<file path="src/rtl/axon_if.sv">
// axon_if: output beat bundle from the axon transmitter to a downstream soma.
interface axon_if #(
    parameter int FANOUT = 4
);
    localparam int SW = $clog2(FANOUT);

    logic          out_valid;
    logic          out_ready;
    logic [7:0]    out_spike;
    logic [7:0]    out_weight;
    logic [SW-1:0] out_syn;

    modport master (
        output out_valid, out_spike, out_weight, out_syn,
        input  out_ready
    );

    modport slave (
        input  out_valid, out_spike, out_weight, out_syn,
        output out_ready
    );
endinterface

</file>
<file path="src/rtl/axon_tx.sv">
// axon_tx: spike queue with optional delivery delay and weighted fan-out.
// Define AXON_DELAY_EN to enable the per-event delay countdown.
module axon_tx #(
    parameter int  DEPTH  = 4,
    parameter int  FANOUT = 4,
    localparam int SW     = $clog2(FANOUT),
    localparam int AW     = (DEPTH > 1) ? $clog2(DEPTH) : 1,
    localparam int CW     = $clog2(DEPTH + 1)
) (
    input  logic          clk,
    input  logic          rst,
    input  logic          kill,
    input  logic [7:0]    axon_delay,
    input  logic          fire,
    input  logic [7:0]    spike_time,
    input  logic          w_we,
    input  logic [SW-1:0] w_addr,
    input  logic [7:0]    w_data,
    axon_if.master        out,
    output logic          o_full,
    output logic          o_drop
);
    typedef enum logic [1:0] {IDLE, DELAY, SEND, DEAD} state_t;

    state_t        state_q, state_d;
    logic [7:0]    ts_mem [DEPTH];
    logic [7:0]    dl_mem [DEPTH];
    logic [7:0]    wtab_q [FANOUT];
    logic [AW-1:0] wr_q, rd_q;
    logic [CW-1:0] level_q;
    logic [7:0]    dcnt_q, dcnt_d;
    logic [7:0]    spike_q, spike_d;
    logic [7:0]    weight_q, weight_d;
    logic [SW-1:0] idx_q, idx_d;
    logic          drop_q;
    logic          push, pop, full, dead;
    logic [7:0]    ts_in, dl_in;

    assign full = (level_q == CW'(DEPTH));
    assign dead = (state_q == DEAD);
    assign push = fire && !full && !dead && !kill;

`ifdef AXON_DELAY_EN
    assign ts_in = spike_time + axon_delay;
    assign dl_in = axon_delay;
`else
    logic unused_dly;
    assign unused_dly = ^axon_delay;
    assign ts_in = spike_time;
    assign dl_in = 8'd0;
`endif

    always_ff @(posedge clk) begin
        if (push) begin
            ts_mem[wr_q] <= ts_in;
            dl_mem[wr_q] <= dl_in;
        end
    end

    always_comb begin
        state_d  = state_q;
        dcnt_d   = dcnt_q;
        idx_d    = idx_q;
        spike_d  = spike_q;
        weight_d = weight_q;
        pop      = 1'b0;
        unique case (state_q)
            IDLE: begin
                if (level_q != '0) begin
                    dcnt_d = dl_mem[rd_q];
`ifdef AXON_DELAY_EN
                    state_d = DELAY;
`else
                    state_d  = SEND;
                    idx_d    = '0;
                    spike_d  = ts_mem[rd_q];
                    weight_d = wtab_q[0];
`endif
                end
            end
            DELAY: begin
                if (dcnt_q == 8'd0) begin
                    state_d  = SEND;
                    idx_d    = '0;
                    spike_d  = ts_mem[rd_q];
                    weight_d = wtab_q[0];
                end else begin
                    dcnt_d = dcnt_q - 8'd1;
                end
            end
            SEND: begin
                if (out.out_ready) begin
                    if (idx_q == SW'(FANOUT - 1)) begin
                        pop     = 1'b1;
                        state_d = IDLE;
                    end else begin
                        idx_d    = idx_q + SW'(1);
                        weight_d = wtab_q[idx_q + SW'(1)];
                    end
                end
            end
            DEAD: begin
            end
        endcase
        // Kill wins over everything, including a beat being accepted.
        if (kill) begin
            state_d = DEAD;
            pop     = 1'b0;
        end
    end

    always_ff @(posedge clk or negedge rst) begin
        if (!rst) begin
            state_q  <= IDLE;
            wr_q     <= '0;
            rd_q     <= '0;
            level_q  <= '0;
            dcnt_q   <= '0;
            idx_q    <= '0;
            spike_q  <= '0;
            weight_q <= '0;
            drop_q   <= 1'b0;
        end else begin
            state_q  <= state_d;
            dcnt_q   <= dcnt_d;
            idx_q    <= idx_d;
            spike_q  <= spike_d;
            weight_q <= weight_d;
            drop_q   <= fire && full && !dead && !kill;
            if (kill) begin
                wr_q    <= '0;
                rd_q    <= '0;
                level_q <= '0;
            end else begin
                if (push)
                    wr_q <= (wr_q == AW'(DEPTH - 1)) ? '0 : wr_q + AW'(1);
                if (pop)
                    rd_q <= (rd_q == AW'(DEPTH - 1)) ? '0 : rd_q + AW'(1);
                if (push && !pop)
                    level_q <= level_q + CW'(1);
                else if (pop && !push)
                    level_q <= level_q - CW'(1);
            end
        end
    end

    always_ff @(posedge clk or negedge rst) begin
        if (!rst) begin
            for (int i = 0; i < FANOUT; i++)
                wtab_q[i] <= '0;
        end else if (w_we) begin
            wtab_q[w_addr] <= w_data;
        end
    end

    assign out.out_valid  = (state_q == SEND);
    assign out.out_spike  = spike_q;
    assign out.out_weight = weight_q;
    assign out.out_syn    = idx_q;
    assign o_full         = full;
    assign o_drop         = drop_q;
endmodule

</file>
<file path="src/flat_wrapper.sv">
// flat-port wrapper written by rule: the top's interface ports become plain ports
module axon_tx_flat 
#(
    parameter int  DEPTH  = 4,
    parameter int  FANOUT = 4,
    localparam int SW     = $clog2(FANOUT),
    localparam int AW     = (DEPTH > 1) ? $clog2(DEPTH) : 1,
    localparam int CW     = $clog2(DEPTH + 1)
)
  (clk, rst, kill, axon_delay, fire, spike_time, w_we, w_addr, w_data, o_full, o_drop, out_out_valid, out_out_spike, out_out_weight, out_out_syn, out_out_ready);
  axon_if #(.FANOUT(FANOUT)) out_i ();
  input  logic clk;
  input  logic rst;
  input  logic kill;
  input  logic [7:0] axon_delay;
  input  logic fire;
  input  logic [7:0] spike_time;
  input  logic w_we;
  input  logic [SW-1:0] w_addr;
  input  logic [7:0] w_data;
  output logic o_full;
  output logic o_drop;
  output wire logic [$bits(out_i.out_valid)-1:0] out_out_valid;
  output wire logic [$bits(out_i.out_spike)-1:0] out_out_spike;
  output wire logic [$bits(out_i.out_weight)-1:0] out_out_weight;
  output wire logic [$bits(out_i.out_syn)-1:0] out_out_syn;
  input wire logic [$bits(out_i.out_ready)-1:0] out_out_ready;
  assign out_out_valid = out_i.out_valid;
  assign out_out_spike = out_i.out_spike;
  assign out_out_weight = out_i.out_weight;
  assign out_out_syn = out_i.out_syn;
  assign out_i.out_ready = out_out_ready;
  axon_tx #(.DEPTH(DEPTH), .FANOUT(FANOUT)) u_core (.clk(clk), .rst(rst), .kill(kill), .axon_delay(axon_delay), .fire(fire), .spike_time(spike_time), .w_we(w_we), .w_addr(w_addr), .w_data(w_data), .out(out_i), .o_full(o_full), .o_drop(o_drop));
endmodule
</file>
<file path="config.mk">
export PLATFORM = sky130hd
export DESIGN_NAME = axon_tx_flat
export DESIGN_NICKNAME = d
export VERILOG_FILES = /design/src/rtl/axon_if.sv /design/src/rtl/axon_tx.sv /design/src/flat_wrapper.sv
export SDC_FILE = /design/constraint.sdc
export NUM_CORES = 1
export LEC_CHECK = 0
export BUFFER_PORTS_ARGS = -buffer_cell sky130_fd_sc_hd__buf_2
export CAP_MARGIN = 20
export CELL_PAD_IN_SITES_DETAIL_PLACEMENT = 1
export CELL_PAD_IN_SITES_GLOBAL_PLACEMENT = 1
export CORE_MARGIN = 8
export CORE_UTILIZATION = 43
export DETAILED_ROUTE_END_ITERATION = 7
export PLACE_DENSITY = 0.85
export REMOVE_ABC_BUFFERS = 1
export SETUP_SLACK_MARGIN = 0.4
export SYNTH_ARGS = -nofsm -noshare
export SYNTH_HDL_FRONTEND = slang
export SYNTH_SLANG_ARGS = --single-unit
</file>
<file path="constraint.sdc">
create_clock -name clk -period 2.45 [get_ports clk]
set_clock_uncertainty 0.2 [all_clocks]
set_input_delay 0.3675 -clock clk [delete_from_list [all_inputs] [get_ports clk]]
set_output_delay 0.3675 -clock clk [all_outputs]
set_load 0.01 [all_outputs]
</file>
==> Word level (Yosys, flattened, before mapping) <==
Memory sizes are Yosys's and may differ from the RTL's.
Cells that the tools add are included.
{ "word_totals": {"latchBits": 0, "ff_bits": 68, "memories": 1, "mem_bits_ro": 0, "in_bits": 32, "word_cells": 111, "output_inout_bits": 21, "ram_bits": 32} }
{ "mem_list": {"columns": ["name", "words", "width", "read_ports", "rd_ports_with_merged_regs", "write_ports", "line_no", "text"], "rows": [
  ["u_core.ts_mem", 4, 8, 1, 0, 1, "axon_tx.sv:26", "logic [7:0] ts_mem [DEPTH];"]
]} }
{ "op_classes": {"mux": 43, "bitwise": 2, "div_mod_pow": 0, "shift": 0, "n_eq_ne": 16, "reduce_logical": 27, "multipliers": 0, "n_addsub": 6, "n_lt_le_gt_ge": 3} }
{ "ops": {"columns": ["operator", "count"], "rows": [
  ["2-to-1 mux 8 bit", 11],
  ["bitwise mux 32 bit", 1],
  ["case mux 8 bit (2 select lines)", 2],
  ["2-to-1 mux 2 bit", 15],
  ["case mux 8 bit (3 select lines)", 1],
  ["binary-select mux 8 bit (select 2 bit)", 1],
  ["demux 8 bit (select 2 bit)", 1],
  ["inequality test 3 x 2 -> 1 bit, second input constant", 4],
  ["case mux 2 bit (3 select lines)", 2],
  ["equality test 2 bit, second input constant", 5],
  ["AND reduction 5 bit", 2],
  ["logical AND 1 bit", 9],
  ["2-to-1 mux 3 bit", 3],
  ["nonzero test 3 bit", 3],
  ["zero test 8 bit", 1],
  ["subtractor 8 x 1 -> 8 bit, second input constant", 1],
  ["adder 2 x 1 -> 2 bit, second input constant", 3],
  ["greater-or-equal comparator 3 bit, second input constant", 2],
  ["2-to-1 mux 1 bit", 6],
  ["inequality test 2 x 1 -> 1 bit, second input constant", 3],
  ["inverter 2 -> 3 bit", 2],
  ["AND reduction 3 bit", 2],
  ["nonzero test 2 bit", 3],
  ["zero test 1 bit", 5],
  ["8 further kinds", 9]
]} }

==> Logic depth before layout (Yosys ltp) <==
Gate-level depths: netlist (run 1).
{ "depth": {"depth_word": 10, "mapped_depth": 9} }

==> Worst setup path before layout (run 1) <==
OpenSTA, ideal clock, no wires.
{ "synth_timing": {"path_kind": "reg2reg", "startpoint": "reg u_core.level_q[1]", "endpoint": "reg u_core.level_q[2]", "path_stages_with_launch": 9, "slack_ns": -0.106, "t_arrival_ns": 2.229, "required_time_ns": 2.122, "path_cell_list": "dfrtp_1 -> or3b_1 -> nand3_1 -> nor2_1 -> and2_1 -> fa_1 -> nand2b_1 -> mux2i_1 -> mux2_1"} }
{ "synth_via": {"elab_chain_len": 8, "elab_cells_between_ends": 14} }
{ "synth_lines": {"columns": ["item", "line_no", "text"], "rows": [
  ["from (decl)", "axon_tx.sv:30", "logic [CW-1:0] level_q;"],
  ["from (signal assigned)", "axon_tx.sv:140", "level_q <= level_q + CW'(1);"],
  ["from (signal assigned)", "axon_tx.sv:142", "level_q <= level_q - CW'(1);"],
  ["branches (longest 8 deep; another with subtractor 3 x 1 -> 3 bit)", null, null]
]} }
Several ways; the timed one is not identified. The select of a mux whose other input is x is not followed.
A chain may end at the register's enable or synchronous reset.

==> Final worst setup path (run 1) <==
{ "layout_timing": {"startpoint": "reg u_core.level_q[0]", "endpoint": "reg u_core.level_q[2]"} }
Same word-level chain as after synthesis.

==> key figures, run 1 <==
Timing
  • Unrepaired setup endpoints after global routing: yes
  • Setup WS post-layout: 0.0586 ns
  • Max Freq: 0.418 GHz
  • Final Max Slew Viols: 0
  • Relative slew margins: 61.1%
  • Slew @ Worst Pin: roughly 0.58 ns
  • Final Setup Violations: 0
  • Crit share post-route: 97.6%
  • Final hold vios: 0
  • Fin crit period: 2.39 ns

Die
  • Initial Util: between 40% and 50%
  • Core Footprint: 10300 um^2
  • Top Ports: 53
  • Die Span Y: 119 um
  • Std-Cell Rows: 37
  • Die W: 119 um
  • Die area: ~14000 um^2

GRT
  • Largest net degree at the start of global routing: roughly 70
  • Vias in the first global route: 3506
  • Gr ovfl total: 0
  • Initial antenna violation count: 0
  • First-pass GRT wire length: 19200 um
  • GRT Util Overall: 17.4%

Layout
  • Final instance area: 5690 um^2
  • Layout cells sized above 1: 47.1%
  • Fillers: 1048
  • Area of the multi-input gates: 2010 um^2
  • Final Non-Filler Cells: 554
  • Seq. cell area: between 2000 and 3000 um^2
  • Antenna cell count: 0
  • Final Util: 55.1%
  • Area grow syn2layout: 24.4%
  • Nets@finish: 454

Placement
  • DPL Wire Length: 7400 um
  • GPL Wtd Cong: 0.789
  • Pre-CTS setup slack: -0.0455 ns
  • Cell Area, Placed: 5110 um^2
  • PortBufs: between 40 and 50
  • Placed cells: 513

Pwr
  • Total chip power: 3680 uW
  • Pwr Density: ~650 nW/um^2
  • Peak supply drop: 0.000397 V
  • Leak: 0.00251 uW

Critical path
  • Crit path from: u_core.level_q[0]$_DFFE_PN0P_
  • CP max-delay cell: or3b_4
  • Crit Path Max Fanout: 2
  • Critical Path Start Type: register
  • Crit path largest cell delay: 0.40 ns
  • CP cell instances: or3b_4 > nand3_2 > nor2_2 > and2_4 > fa_2 > nand2b_4 > mux2i_2 > mux2_4
  • CP required: 2.50 ns
  • Crit path kind: reg2reg
  • R2r startpoint: u_core.level_q[0]$_DFFE_PN0P_
  • CP Data Arrival Time: about 2.4 ns
  • Crit end category: register

CTS
  • Worst-path clk slew: 0.10 ns
  • Total CTS buffers: 9
  • CTS Root Cell: clkbuf_8
  • # clock sinks: 100
  • Worst skew pair latency: around 0.36 ns
  • H-Tree Depth: 3
  • CTS Buffer Depth: 2
  • TritonCTS clock tree: built

Yosys
  • Synth warn: 0
  • Ys flop type: dfrtp_1
  • Syn Std Cell Area: 4580 um^2
  • Synth top area cells: dfrtp_1 37%, edfxtp_1 21%, mux2_2 8.9%
  • Mapped Cells: 320
  • Synth async-reset ratio: between 60% and 70%
  • Most common cell in the netlist: dfrtp_1
  • Post-synth EDFFs: 32
  • Post-synthesis register bit count: 100
  • Top cell type's share of synthesized area: a little under two fifths
  • Post-synthesis sequential area ratio: between 50% and 60%
  • List of most frequent post-synthesis cells: 68 x dfrtp_1, 36 x mux2_2, 32 x edfxtp_1
  • Largest area contributor in the netlist: dfrtp_1
  • Count of cell types in the netlist: 47
  • Avg Cell Area, Syn: 14.3 um^2

Outcome
  • Status: finished clean

Worst hold path
  • Hold wc startpoint: spike_time[3]
  • Hold Path Class: in2reg

Detailed routing
  • ANT nets after route: 0
  • DR vias: 3106
  • Remaining DRCs: 0
  • WL/cell: 21.9 um
  • DRT Pass-1 Iters: 4
  • Final wirelength: 12100 um
  • Via/cell ratio: between 5 and 6
  • Iter 0 DRT Violations: 179

Run
  • Max-cap violations: 0
[report_power, final]
| group | internal [uW] | switching [uW] | total, uW |
|---|---|---|---|
| Sequential | 1860 | 102 | 1960 |
| Combinational | 371 | 326 | 697 |
| Clock | 434 | 586 | 1020 |
| Total | 2670 | 1010 | 3680 |
[routing by layer]
layer	vias to the layer above	wire, um	GRT usage [%]
met4	0	340	6.48
met1	1627	4560	19.1
met5	-	0	0
li1	1380	-	-
met3	23	400	4.02
met2	76	6820	32.0
[stage by stage]
step	hold WS, ns	TNS (ns)
6_report	0.0211	0
5_1_grt	0.00882	-0.0124
4_1_cts	0.00217	0
3_5_place_dp	0.224	-0.0455
3_3_place_gp	0.219	0
2_1_floorplan	-0.128	-0.106
[critical path: cells and delay by family (launching register included)]
kind,cells,cell delay [ns]
adders and majority gates,1,0.36
DFF,1,0.39
muxes,2,0.48
and+or+nand+nor,5,0.85
[path summary, 6_finish.rpt]
check | to | slack, ns | cells past startpoint
max | u_core.level_q[2]$_DFFE_PN0P_ | 0.06 | 8
min | u_core.ts_mem[1][3]$_DFFE_PP_ | 0.02 | 1
max reg2reg | u_core.level_q[2]$_DFFE_PN0P_ | 0.06 | 8
min reg2reg | u_core.wtab_q[14]$_DFFE_PN0P_ | 0.31 | 1
max in group asynchronous | u_core.out.out_spike[2]$_DFFE_PN0P_ | 1.40 | 3
min in group asynchronous | u_core.dcnt_q[2]$_DFFE_PN0P_ | 0.37 | 3
[cell families (layout without fill, tap and decap cells)]
family,count (synthesis),count (layout),synth area share [%]
and+or+nand+nor,81,81,10.0
AOI/OAI and AO/OA,35,37,5.93
DFF,100,100,58.2
xor gates and xnor gates,1,1,0.191
muxes,76,76,21.6
adders and majority gates,9,9,2.62
buffers and inverters,18,114,1.48
[repair_timing]
action                     CTS  global route
hold buffers                 2             1
setup endpoints to repair   29            37
pin swaps                   12             6
gates cloned                 2             0
gates resized for setup     25            16
hold endpoints to repair    72             3
buffers inserted            10            10
[registers in the layout, indices dropped and copies added, names as in the netlist]
| register | flops |
|---|---|
| u_core.ts_mem | 32 |
| u_core.wtab_q | 32 |
| u_core.dcnt_q | 8 |
| u_core.out.out_spike | 8 |
| u_core.out.out_weight | 8 |
| u_core.level_q | 3 |
| u_core.out.out_syn | 2 |
| u_core.rd_q | 2 |
| u_core.state_q | 2 |
| u_core.wr_q | 2 |
| u_core.o_drop | 1 |
[cells in the final DEF (no fill, tap or decap), types with 6 or more instances in the layout]
cell and count:
buf_2 44, nand2_1 7, nand2b_1 12, buf_4 32
buf_6 6, dfrtp_1 68, mux2_2 34, mux4_2 8
ha_1 6, o22ai_1 9, clkbuf_8 9, edfxtp_1 32
mux2i_1 14, nor2_1 21, a221oi_1 8, inv_1 6
mux2_4 19
[final cells by class]
cell class	instances	share of cell area, %
Timing Repair Buffer	89	11.1
Sequential cell	100	46.8
Clock inverter	5	0.615
Inverter	9	0.593
Tap cell	136	2.99
Multi-Input combinational cell	204	35.2
Clock buffer	11	2.68
Note: power is estimated with default switching activity, not from simulation.
==> run 2: changes to the inputs <==
Settings changed: CORE_UTILIZATION 43 to 48, PLACE_DENSITY 0.85 to 0.89.
Clock period 2.45 ns to 2.5 ns, I/O delays scaled along.
==> run 2 against run 1 <==
Compared with the run above:
- non-clock buffer count up 4
- cell count down 0.54%
- design area up 0.99%
- first-iteration DRC count shrank 31%
- sequential share of layout area fell by 0.46 points
- sequential power is essentially flat
- critical path type unchanged
==> key figures, run 2 (synthesis gave the netlist of run 1 again) <==
Outcome
  • Status: finished clean (unchanged)

Pwr
  • Pwr Density: 633 nW/um^2 (was 647 nW/um^2)
  • Peak supply drop: 0.000419 V (was 0.000397 V)
  • Comb pwr share: 18.8% (was 18.9%)
  • Sequential group share of total power: 52.9% (was 53.3%)
  • Sw Share: 27.3% (was 27.6%)
  • Clock power share: 28.4% (was 27.7%)
  • Pint: 2650 uW (was 2670 uW)
  • Leak: 0.00255 uW (was 0.00251 uW)
  • Psw: 994 uW (was 1010 uW)

Critical path
  • Crit path largest cell delay: 0.43 ns (was 0.40 ns)
  • Worst path top cell family by delay: simple AND/OR/NAND/NOR gates (unchanged)
  • Crit path depth: 8 (unchanged)
  • Crit Path Max Fanout: 2 (unchanged)
  • CP Data Arrival Time: 2.48 ns (was 2.44 ns)
  • Crit end category: register (unchanged)
  • Crit path kind: reg2reg (unchanged)
  • FF-to-FF path depth: 8 (unchanged)
  • WP buf/inv: 0 (unchanged)
  • CP required: 2.54 ns (was 2.50 ns)
  • FF-to-FF End: u_core.level_q[2]$_DFFE_PN0P_ (unchanged)
  • R2r startpoint: u_core.level_q[1]$_DFFE_PN0P_ (was u_core.level_q[0]$_DFFE_PN0P_)
  • CP max-delay cell: or3b_4 (unchanged)
  • Reg2reg setup slack: 0.06 ns (about the same)
  • CP cell instances: or3b_4 > nand3_4 > nor2_4 > and2_4 > fa_2 > nand2b_4 > mux2i_1 > mux2_1 (was or3b_4 > nand3_2 > nor2_2 > and2_4 > fa_2 > nand2b_4 > mux2i_2 > mux2_4)
  • Critical Path Start Type: register (unchanged)

Timing
  • Slew @ Worst Pin: 0.624 ns (was 0.581 ns)
  • Relative slew margins: 58.3% (was 61.1%)
  • Final Max Slew Viols: 0 (unchanged)
  • Final hold vios: 0 (unchanged)
  • Crit share post-route: 97.4% (was 97.6%)
  • Max Freq: 0.411 GHz (was 0.418 GHz)
  • Final Setup Violations: 0 (unchanged)
  • Fin crit period: 2.44 ns (was 2.39 ns)
  • Hold WS: 0.0189 ns (was 0.0211 ns)
  • Setup WS post-layout: 0.0649 ns (was 0.0586 ns)
  • Unrepaired setup endpoints after global routing: yes (unchanged)

CTS
  • CTS Root Cell: clkbuf_8 (unchanged)
  • Total CTS buffers: 9 (unchanged)
  • Worst-path clk slew: 0.10 ns (about the same)
  • TritonCTS clock tree: built (unchanged)
  • # clock sinks: 100 (unchanged)
  • CTS Buffer Depth: 2 (unchanged)
  • H-Tree Depth: 3 (unchanged)
  • Worst skew pair latency: 0.37 ns (was 0.36 ns)

Detailed routing
  • Via/cell ratio: 5.68 (was 5.61)
  • DRT Pass-1 Iters: 4 (unchanged)
  • ANT nets after route: 0 (unchanged)
  • WL/cell: 23.4 um (was 21.9 um)
  • Iter 0 DRT Violations: 124 (was 179)
  • DR vias: 3130 (was 3106)
  • Final wirelength: 12900 um (was 12100 um)
  • Remaining DRCs: 0 (unchanged)

Placement
  • PortBufs: 44 (unchanged)
  • GPL Wtd Cong: 0.796 (was 0.789)
  • Pre-CTS setup slack: -0.0222 ns (was -0.0455 ns)
  • DPL Wire Length: 7880 um (was 7400 um)

Die
  • Die area: 12900 um^2 (was 14200 um^2)
  • Top Ports: 53 (unchanged)
  • Die W: 114 um (was 119 um)
  • Die Span Y: 114 um (was 119 um)
  • Std-Cell Rows: 35 (was 37)
  • Core Footprint: 9240 um^2 (was 10300 um^2)
  • Initial Util: 49.5% (was 44.3%)

Worst hold path
  • Hold wc startpoint: spike_time[2] (was spike_time[3])
  • Hold depth: 1 (unchanged)
  • Worst Hold Path EP: u_core.ts_mem[2][2]$_DFFE_PP_ (was u_core.ts_mem[1][3]$_DFFE_PP_)
  • Hold Path Class: in2reg (unchanged)

Layout
  • Nets@finish: 458 (was 454)
  • Most frequent cells in the layout: 68 x dfrtp_1, 44 x buf_2, 32 x mux2_2, 32 x buf_4, 32 x edfxtp_1 (was 68 x dfrtp_1, 44 x buf_2, 34 x mux2_2)
  • Commonest non-fill, non-tap cell in the layout: dfrtp_1 (unchanged)
  • Antenna cell count: 0 (unchanged)
  • Biggest regs: u_core.ts_mem (32), u_core.wtab_q (32) (unchanged)
  • Layout cells sized above 1: 46.9% (was 47.1%)
  • Area grow syn2layout: 25.6% (was 24.4%)

GRT
  • Largest net degree at the start of global routing: 46 (was 69)
  • Gr ovfl total: 0 (unchanged)
  • Vias in the first global route: 3510 (was 3506)
  • Initial antenna violation count: 0 (unchanged)
  • GRT Util Overall: 19.5% (was 17.4%)
  • First-pass GRT wire length: 19200 um (about the same)

Run
  • Max-cap violations: 0 (unchanged)
run 2: worst max path at each step:
stage | startpoint | endpoint | slack (ns)
6_report | u_core.level_q[1]$_DFFE_PN0P_ | u_core.level_q[2]$_DFFE_PN0P_ | 0.06
5_1_grt | u_core.level_q[1]$_DFFE_PN0P_ | u_core.level_q[2]$_DFFE_PN0P_ | 0.03
4_1_cts | u_core.level_q[0]$_DFFE_PN0P_ | u_core.level_q[2]$_DFFE_PN0P_ | 0.13
3_5_place_dp | u_core.level_q[1]$_DFFE_PN0P_ | u_core.level_q[2]$_DFFE_PN0P_ | -0.02
3_3_place_gp | u_core.level_q[1]$_DFFE_PN0P_ | u_core.level_q[2]$_DFFE_PN0P_ | 0.08
2_1_floorplan | u_core.level_q[1]$_DFFE_PN0P_ | u_core.level_q[2]$_DFFE_PN0P_ | -0.06
run 2: stage by stage:
stage / cells / cell area, um^2 / util [%] / setup TNS [ns] / total power, uW
final: 551 / 5750 / 62.2 / 0 / 3640
after floorplan: 311 / 4540 / - / -0.0562 / 2270
after global routing: 551 / 5750 / 62.2 / 0 / 3770
after global placement: 504 / 5090 / 55.1 / 0 / 2420
after CTS: 537 / 5530 / 59.8 / 0 / 3560
after detailed placement: 504 / 5090 / 55.1 / -0.0222 / 2480
run 2: area by class of cell:
cell class,instances,area (um^2)
clock buffers,11,131
repair buffers,93,667
clock inverters,5,60.1
fillers,884,3490
multi-input cells,204,2030
well taps,129,161
inverters,9,36.3
flip-flops and latches,100,2660
run 2: repair_timing:
item | 4_1_cts | 5_1_grt
pin swaps | 13 | 11
endpoints found under the hold margin | 23 | 1
resized for setup | 23 | 25
setup buffers | 14 | 13
endpoints found under the setup margin | 29 | 32
hold buffers | 1 | 1
gates cloned | 2 | 0
run 2: worst register-to-register path: stages, from the launching register on:
cell      delay, ns
dfrtp_1        0.40
or3b_4         0.43
nand3_4        0.10
nor2_4         0.05
and2_4         0.13
fa_2           0.36
nand2b_4       0.15
mux2i_1        0.14
mux2_1         0.35
run 2: metal layers:
layer	wire [um]	vias up	GRT usage, %
met5	0	-	0
met4	328	0	7.19
met3	453	28	4.81
met2	7200	76	36.4
met1	4920	1643	20.7
li1	-	1383	-
run 2: power by group through the flow:
stage	clock network, uW	registers, uW	logic (uW)
after floorplan	0	1940	333
after global placement	0	1930	485
after detailed placement	0	1950	528
after CTS	1040	1920	606
after global routing	1100	1940	739
final	1030	1930	683
==> run 3: changes to the inputs <==
Settings changed: SETUP_SLACK_MARGIN 0.4 to not set.
==> run 3 against run 2 <==
Compared with the run above:
- sequential power about the same
- first-iteration DRC count up 14%
- cell count down 5.4%
- global-route usage down 1.7 points
==> key figures, run 3 (synthesis gave the netlist of run 1 again) <==
Outcome
  • Status: finished clean (unchanged)

Detailed routing
  • Via/cell ratio: 5.62 (was 5.68)
  • DRT Pass-1 Iters: 4 (unchanged)
  • ANT nets after route: 0 (unchanged)
  • WL/cell: 20.9 um (was 23.4 um)
  • Iter 0 DRT Violations: 141 (was 124)
  • DR vias: 2926 (was 3130)
  • Remaining DRCs: 0 (unchanged)
  • Final wirelength: 10900 um (was 12900 um)

Critical path
  • WP buf/inv: 0 (unchanged)
  • Crit path kind: reg2reg (unchanged)
  • CP max-delay cell: or3b_4 (unchanged)
  • CP cell instances: or3b_4 > nand3_4 > nor2_1 > and2_1 > fa_2 > nand2b_1 > mux2i_1 > mux2_1 (was or3b_4 > nand3_4 > nor2_4 > and2_4 > fa_2 > nand2b_4 > mux2i_1 > mux2_1)
  • Crit end category: register (unchanged)
  • Crit Path Max Fanout: 3 (was 2)
  • Worst path top cell family by delay: simple AND/OR/NAND/NOR gates (unchanged)
  • Critical Path Start Type: register (unchanged)
  • Crit path largest cell delay: 0.43 ns (about the same)
  • CP Data Arrival Time: 2.49 ns (was 2.48 ns)
  • CP required: 2.54 ns (about the same)

GRT
  • Met3 usage: 4.28% (was 4.81%)
  • Largest net degree at the start of global routing: 46 (unchanged)
  • Initial antenna violation count: 0 (unchanged)
  • GR peak layer: met2 (unchanged)
  • Gr ovfl total: 0 (unchanged)
  • GRT met2 Usage: 33.5% (was 36.4%)
  • Global routing usage on met1: 19.1% (was 20.7%)
  • Vias in the first global route: 3353 (was 3510)
  • GRT Util Overall: 17.9% (was 19.5%)
  • First-pass GRT wire length: 17800 um (was 19200 um)

Layout
  • Final Util: 57.4% (was 62.2%)
  • Final instance area: 5310 um^2 (was 5750 um^2)
  • Area grow syn2layout: 15.9% (was 25.6%)
  • Fillers: 921 (was 884)
  • Most frequent cells in the layout: 68 x dfrtp_1, 44 x buf_2, 36 x mux2_2 (was 68 x dfrtp_1, 44 x buf_2, 32 x mux2_2, 32 x buf_4, 32 x edfxtp_1)
  • Commonest non-fill, non-tap cell in the layout: dfrtp_1 (unchanged)
  • Biggest regs: u_core.ts_mem (32), u_core.wtab_q (32) (unchanged)
  • Nets@finish: 428 (was 458)
  • Layout cells sized above 1: 38.3% (was 46.9%)
  • Antenna cell count: 0 (unchanged)

Placement
  • Pre-CTS setup slack: -0.0222 ns (unchanged)
  • Cell Area, Placed: 5090 um^2 (unchanged)
  • GPL Wtd Cong: 0.796 (unchanged)
  • DPL Wire Length: 7880 um (unchanged)
  • PortBufs: 44 (unchanged)

Timing
  • Final hold vios: 0 (unchanged)
  • Final Max Slew Viols: 0 (unchanged)
  • Setup WS post-layout: 0.0496 ns (was 0.0649 ns)
  • Slew @ Worst Pin: 0.607 ns (was 0.624 ns)
  • Fin crit period: 2.45 ns (was 2.44 ns)
  • Final Setup Violations: 0 (unchanged)
  • Unrepaired setup endpoints after global routing: yes (unchanged)
  • Max Freq: 0.408 GHz (was 0.411 GHz)
  • Relative slew margins: 59.4% (was 58.3%)
  • Crit share post-route: 98.0% (was 97.4%)
  • Setup TNS: 0 ns (unchanged)

Die
  • Core Footprint: 9240 um^2 (unchanged)
  • Die Span Y: 114 um (unchanged)
  • Std-Cell Rows: 35 (unchanged)
  • Die W: 114 um (unchanged)
  • Die area: 12900 um^2 (unchanged)
  • Initial Util: 49.5% (unchanged)
  • Top Ports: 53 (unchanged)

Run
  • Max-cap violations: 0 (unchanged)

CTS
  • TritonCTS clock tree: built (unchanged)
  • # clock sinks: 100 (unchanged)
  • CTS Root Cell: clkbuf_8 (unchanged)
  • Total CTS buffers: 9 (unchanged)
  • H-Tree Depth: 3 (unchanged)
  • Worst-path clk slew: 0.10 ns (about the same)
  • Post-CTS setup buffer count: 0 (was 14)
  • CTS Buffer Depth: 2 (unchanged)
  • Worst skew pair latency: 0.37 ns (about the same)

Pwr
  • Pwr Density: 652 nW/um^2 (was 633 nW/um^2)
  • Leak: 0.00236 uW (was 0.00255 uW)
  • Peak supply drop: 0.000409 V (was 0.000419 V)

Worst hold path
  • Hold Path Class: in2reg (unchanged)
[run 3: cell types whose count changed in the layout (fill, tap and decap cells not counted), sizes merged]
cell	change
buf	-27
dlygate4sd3	-1
a21oi	-1
o21ai	-1
[run 3: worst register-to-register path, stage by stage, from the launching register on]
cell      delay [ns]
dfrtp_1         0.39
or3b_4          0.43
nand3_4         0.10
nor2_1          0.07
and2_1          0.17
fa_2            0.35
nand2b_1        0.15
mux2i_1         0.14
mux2_1          0.34
[run 3: repair_timing]
| action | CTS | global route |
|---|---|---|
| hold buffers | 1 | 0 |
| pin swaps | 0 | 1 |
| resized for setup | 2 | 2 |
| hold endpoints to repair | 23 | 0 |
| endpoints found under the setup margin | 1 | 19 |
[run 3: layout make-up]
cell class	count	area, um^2	share of cell area [%]
sequential	100	2660	50.2
inverter	9	33.8	0.637
multi-input combinational	202	1860	35.1
tap	129	161	3.04
clock buffer	11	131	2.48
timing repair buffer	65	393	7.40
clock inverter	5	60.1	1.13
[run 3: path summary, 6_finish.rpt]
check	startpoint	to	slack, ns	depth (start not counted)
min in group asynchronous	rst	u_core.wtab_q[2]$_DFFE_PN0P_	0.34	2
max	u_core.level_q[1]$_DFFE_PN0P_	u_core.level_q[2]$_DFFE_PN0P_	0.05	8
min reg2reg	u_core.wtab_q[19]$_DFFE_PN0P_	u_core.wtab_q[19]$_DFFE_PN0P_	0.31	1
max in group asynchronous	rst	u_core.level_q[2]$_DFFE_PN0P_	1.11	3
min	spike_time[3]	u_core.ts_mem[0][3]$_DFFE_PP_	0.02	1
max reg2reg	u_core.level_q[1]$_DFFE_PN0P_	u_core.level_q[2]$_DFFE_PN0P_	0.05	8
[run 3: stage by stage]
stage | std cells | power [uW] | hold WS (ns)
after floorplan | 311 | 2270 | -0.121
after global placement | 504 | 2420 | 0.189
after detailed placement | 504 | 2480 | 0.193
after CTS | 521 | 3490 | 0.00255
after global routing | 521 | 3600 | 0.00579
final | 521 | 3460 | 0.0157
[run 3: routing by layer]
metal / up-vias / part of all wire (%)
li1: 1320 / -
met1: 1523 / 39
met2: 64 / 56
met3: 19 / 3.9
met4: 0 / 1.7
met5: - / 0
[run 3: power by group]
| group | switching [uW] | leakage, uW | internal, uW |
|---|---|---|---|
| Sequential | 93.5 | 0.00114 | 1830 |
| Combinational | 261 | 0.00112 | 267 |
| Clock | 544 | 0.0000955 | 468 |
| Total | 899 | 0.00236 | 2560 |
